## src/rtl/awgn_pkg.sv

```systemverilog
// Shared constants for the AWGN normalize/denormalize datapath.
// The LZD and the denormalizer both use LZD_ZERO_CODE to mark an all-zero operand.
package awgn_pkg;

  localparam int WIDTH_DEFAULT = 16;
  localparam int SHW_DEFAULT   = 5;

  localparam logic [4:0] LZD_ZERO_CODE = 5'd16;

endpackage

```

## src/rtl/denorm_stage.sv

```systemverilog
// One conditional right-shift cell: shifts by SHIFT when sel is set and
// folds every discarded bit into the running sticky flag.
module denorm_stage
  import awgn_pkg::*;
#(
  parameter int WIDTH = WIDTH_DEFAULT,
  parameter int SHIFT = 1
) (
  input  logic             sel,
  input  logic [WIDTH-1:0] din,
  input  logic             sin,
  output logic [WIDTH-1:0] dout,
  output logic             sout
);

  // A shift of at least WIDTH discards the whole word.
  generate
    if (SHIFT >= WIDTH) begin : g_all
      assign dout = sel ? '0 : din;
      assign sout = sin | (sel & (|din));
    end else begin : g_part
      assign dout = sel ? (din >> SHIFT) : din;
      assign sout = sin | (sel & (|din[SHIFT-1:0]));
    end
  endgenerate

endmodule

```

## src/rtl/denorm_shift_16.sv

```systemverilog
// Three-stage pipelined right-shift denormalizer with sticky output and
// bubble-collapsing valid/ready flow control.
module denorm_shift_16
  import awgn_pkg::*;
#(
  parameter int WIDTH = WIDTH_DEFAULT,
  parameter int SHW   = SHW_DEFAULT
) (
  input  logic             clk,
  input  logic             rst_n,
  input  logic             in_valid,
  output logic             in_ready,
  input  logic [WIDTH-1:0] in_mant,
  input  logic [SHW-1:0]   in_shift,
  output logic             out_valid,
  input  logic             out_ready,
  output logic [WIDTH-1:0] out_data,
  output logic             out_sticky
);

  logic             v1, v2, v3;
  logic [WIDTH-1:0] d1, d2, d3;
  logic             s1, s2, s3;
  logic [2:0]       sh1;
  logic             sh2;
  logic             adv1, adv2, adv3;

  logic [WIDTH-1:0] c16_d, c8_d, c4_d, c2_d, c1_d;
  logic             c16_s, c8_s, c4_s, c2_s, c1_s;

  // A stage may load whenever it is empty or its successor is moving.
  assign adv3     = !v3 | out_ready;
  assign adv2     = !v2 | adv3;
  assign adv1     = !v1 | adv2;
  assign in_ready = adv1;

  denorm_stage #(.WIDTH(WIDTH), .SHIFT(16)) u_sh16 (
    .sel(in_shift[4]), .din(in_mant), .sin(1'b0), .dout(c16_d), .sout(c16_s));
  denorm_stage #(.WIDTH(WIDTH), .SHIFT(8)) u_sh8 (
    .sel(in_shift[3]), .din(c16_d), .sin(c16_s), .dout(c8_d), .sout(c8_s));
  denorm_stage #(.WIDTH(WIDTH), .SHIFT(4)) u_sh4 (
    .sel(sh1[2]), .din(d1), .sin(s1), .dout(c4_d), .sout(c4_s));
  denorm_stage #(.WIDTH(WIDTH), .SHIFT(2)) u_sh2 (
    .sel(sh1[1]), .din(c4_d), .sin(c4_s), .dout(c2_d), .sout(c2_s));
  denorm_stage #(.WIDTH(WIDTH), .SHIFT(1)) u_sh1 (
    .sel(sh2), .din(d2), .sin(s2), .dout(c1_d), .sout(c1_s));

  // Data registers only load when a real beat arrives, so held outputs stay put.
  always_ff @(posedge clk) begin
    if (!rst_n) begin
      v1  <= 1'b0;
      v2  <= 1'b0;
      v3  <= 1'b0;
      d1  <= '0;
      d2  <= '0;
      d3  <= '0;
      s1  <= 1'b0;
      s2  <= 1'b0;
      s3  <= 1'b0;
      sh1 <= '0;
      sh2 <= 1'b0;
    end else begin
      if (adv1) begin
        v1 <= in_valid;
        if (in_valid) begin
          d1  <= c8_d;
          s1  <= c8_s;
          sh1 <= in_shift[2:0];
        end
      end
      if (adv2) begin
        v2 <= v1;
        if (v1) begin
          d2  <= c2_d;
          s2  <= c2_s;
          sh2 <= sh1[0];
        end
      end
      if (adv3) begin
        v3 <= v2;
        if (v2) begin
          d3 <= c1_d;
          s3 <= c1_s;
        end
      end
    end
  end

  assign out_valid  = v3;
  assign out_data   = d3;
  assign out_sticky = s3;

endmodule
```

## config.mk

```make
export PLATFORM = sky130hd
export DESIGN_NAME = denorm_shift_16
export DESIGN_NICKNAME = d
export VERILOG_FILES = /design/src/rtl/awgn_pkg.sv /design/src/rtl/denorm_stage.sv /design/src/rtl/denorm_shift_16.sv
export SDC_FILE = /design/constraint.sdc
export NUM_CORES = 1
export LEC_CHECK = 0
export ABC_AREA = 1
export CAP_MARGIN = 20
export CORE_UTILIZATION = 60
export DETAILED_ROUTE_END_ITERATION = 6
export PLACE_DENSITY_LB_ADDON = 0.15
export REMOVE_ABC_BUFFERS = 1
export SLEW_MARGIN = 0
export SYNTH_ARGS = -nofsm -noshare
export SYNTH_HDL_FRONTEND = slang
export SYNTH_HIERARCHICAL = 1
export SYNTH_SLANG_ARGS = --single-unit
```

## constraint.sdc

```tcl
create_clock -name clk -period 2.1 [get_ports clk]
set_input_delay 0.42 -clock clk [delete_from_list [all_inputs] [get_ports clk]]
set_output_delay 0.42 -clock clk [all_outputs]
set_load 0.05 [all_outputs]
```

==> flow_metrics.env, run 1 <==
export IMPL_synth_xor_area_share_pct=0
export IMPL_nets=595
export IMPL_grt_overflow=0
export IMPL_finalSetupTns_ns=0
export IMPL_critPathKind="register to output port"
export IMPL_root_buffer="clkbuf_8"
export IMPL_synth_compound_area_share_pct=15.80
export IMPL_ys_types=25
export IMPL_required_ns=1.68
export IMPL_postCtsHoldBufs=0
export IMPL_rows=26
export IMPL_ioPinCount=44
export IMPL_startpoint_type="register"
export IMPL_crit_arrival_ns=1.54
export IMPL_antenna_found_initial=0
export IMPL_synth_seq_cells=58
export IMPL_gp_congestion=0.7657
export IMPL_crit_path_end_kind="output port"
export IMPL_yosysWarningCount=6
export IMPL_cts_path_max_buffers=2
export IMPL_syn_to_final_growth_pct=16.21
export IMPL_finish_utilization_pct=74.51
export IMPL_ff2ff_path_depth=7
export IMPL_grt_pass1_wl_mm=10.65
export IMPL_clock_latency_ns=0.33
export IMPL_hold_class="register to register"
export IMPL_cts_resized=0
export IMPL_dr_pass1_iters=6
export IMPL_drcViolationCount=0
export IMPL_io_buffers=43
export IMPL_cts_made_buffers=9
export IMPL_finalHoldViolations=0
export IMPL_dpl_instance_area_mm2=0.003711
export IMPL_start_util_pct=64.12
export IMPL_route_vias_total=3130
export IMPL_clock_skew_final_ns=0.006694
export IMPL_yosys_area_share_adder_pct=0
export IMPL_crit_path_max_fanout=4
export IMPL_synth_top_area_share_pct=34.58
export IMPL_wirelength_mm=6.048
export IMPL_die_y_um=76.82
export IMPL_worstSetupPathDepth=1
export IMPL_cts_setup_buffers=0
export IMPL_rrSetupSlack_ns=0.75
export IMPL_p_total_mw=2.752
export IMPL_grt_pass1_vias=2649
export IMPL_p_leak_nw=1.786
export IMPL_antenna_left=0
export IMPL_avgSynthCellArea_um2=6.254
export IMPL_synthMuxAreaShare_pct=0
export IMPL_min_period_ns=1.960
export IMPL_path_clk_slew_ns=0.06
export IMPL_critical_path_top_delay_family="buffers and inverters"
export IMPL_synth_top_area_cell="dfxtp_1"
export IMPL_dp_cells=629
export IMPL_fin_cells=643
export IMPL_period_share_pct=93.34
export IMPL_whs_ns=0.4798
export IMPL_max_freq_ghz=0.5102
export IMPL_synth_cells=537
export IMPL_synth_area_leaders="dfxtp_1, nor2_1, nand2_1"
export IMPL_viasPerCell=4.868
export IMPL_fin_ws_ns=0.1398
export IMPL_cpMaxStageDelayCell="clkdlybuf4s50_1"
export IMPL_startpoint="out_valid"
export IMPL_path_buf_inv=1
export IMPL_grt_usage_pct=22.25
export IMPL_core_mm2=0.005238
export IMPL_path_cells="clkdlybuf4s50_1"
export IMPL_synth_area_mm2=0.003358
export IMPL_cp_slowest_stage_delay_ns=0.83
export IMPL_dp_hpwl_mm=4.412
export IMPL_antenna_cells=0
export IMPL_cap_violations=0
export IMPL_cts_tree="done"
export IMPL_power_density_mw_per_mm2=705.3
export IMPL_cts_htree_levels=3
export IMPL_synth_top_family_by_area="simple AND/OR/NAND/NOR gates"
export IMPL_layout_common_cells="nor2_1, nand2_1, inv_1"
export IMPL_r2r_end="d2[7]"
export IMPL_grt_max_degree=57
export IMPL_finalInstanceArea_mm2=0.003902
export IMPL_dieArea_mm2=0.005901
export IMPL_maxSlewViolCount=0
export IMPL_setup_viol=0
export IMPL_clock_sinks=58
export IMPL_synth_simple_area_share_pct=33.08
export IMPL_first_iter_violations=189
export IMPL_die_w_um=76.82
export IMPL_pre_cts_ws_ns=0.1261
export IMPL_yosysSeqAreaShare_pct=34.58
export IMPL_mostFrequentLayoutCell="nor2_1"
export IMPL_endpoint="out_valid"
export IMPL_drive_above_1_share_pct=10.82
export IMPL_grt_setup_unrepaired="false"
export IMPL_r2r_start="sh1[2]"
export IMPL_wl_per_cell_um=9.406
export IMPL_ir_worst_vdd_mv=0.4085
export IMPL_status="completed"
[cell type report]
cell class,instances,area [um^2]
multi-input combinational,372,1645
fill,417,1335
sequential,58,1161
timing repair buffer,56,538.0
inverter,73,279.0
clock buffer,11,151.4
tap,70,87.58
clock inverter,3,40.04
[cells by family (layout without fill, tap and decap cells)]
family | after synthesis | in the layout
flip-flops | 58 | 58
AO/OA/AOI/OAI | 94 | 94
buffers and inverters | 107 | 143
AND/OR/NAND/NOR | 277 | 277
other | 1 | 1
[worst min-delay path: stages (launching register included)]
cell	delay, ns
dfxtp_1	0.32
nor2_1	0.05
nor2_1	0.08
[where the power goes]
group,internal (mW),switching (mW)
clock network,0.595,0.406
registers,1.17,0.0466
logic,0.214,0.321
[sequential cells by signal (all words and copies together) (netlist names)]
register	cells
s2	1
out_data	16
out_sticky	1
v2	1
d1	16
out_valid	1
s1	1
d2	16
v1	1
sh2	1
sh1	3
[cells in the mapped netlist (all sizes together)]
library cell,count
conb,1
a21oi,46
nand3,21
nand4,1
nor2,160
clkbuf,12
buf,22
dfxtp,58
nand2,95
inv,73
o21ai,48
[how the worst min path moves through the flow]
stage	from	endpoint	slack, ns	cells past startpoint
2_1_floorplan	sh1[0]	sh1[0]	0.45	2
3_3_place_gp	out_data[8]	out_data[8]	0.46	2
3_5_place_dp	s1	s1	0.47	2
4_1_cts	s1	s1	0.48	2
5_1_grt	out_data[8]	out_data[8]	0.50	2
6_report	out_data[12]	out_data[12]	0.48	2
[routing by layer]
layer	vias to the layer above	track usage, %	wire [um]
li1	1702	-	-
met2	60	42.59	3165
met3	12	3.690	169
met1	1356	22.71	2540
met5	-	0	0
met4	0	11.92	172
Power figures use the tool's default switching activity.
==> run 2, diff against run 1 <==
--- a/config.mk
+++ b/config.mk
@@ -6,7 +6,7 @@
 export NUM_CORES = 1
 export LEC_CHECK = 0
 export ABC_AREA = 1
-export CAP_MARGIN = 20
+export CAP_MARGIN = 10
 export CORE_UTILIZATION = 60
 export DETAILED_ROUTE_END_ITERATION = 6
 export PLACE_DENSITY_LB_ADDON = 0.15
==> results of run 2 <==
The final DEF is identical to that of run 1; final timing and power are the same.
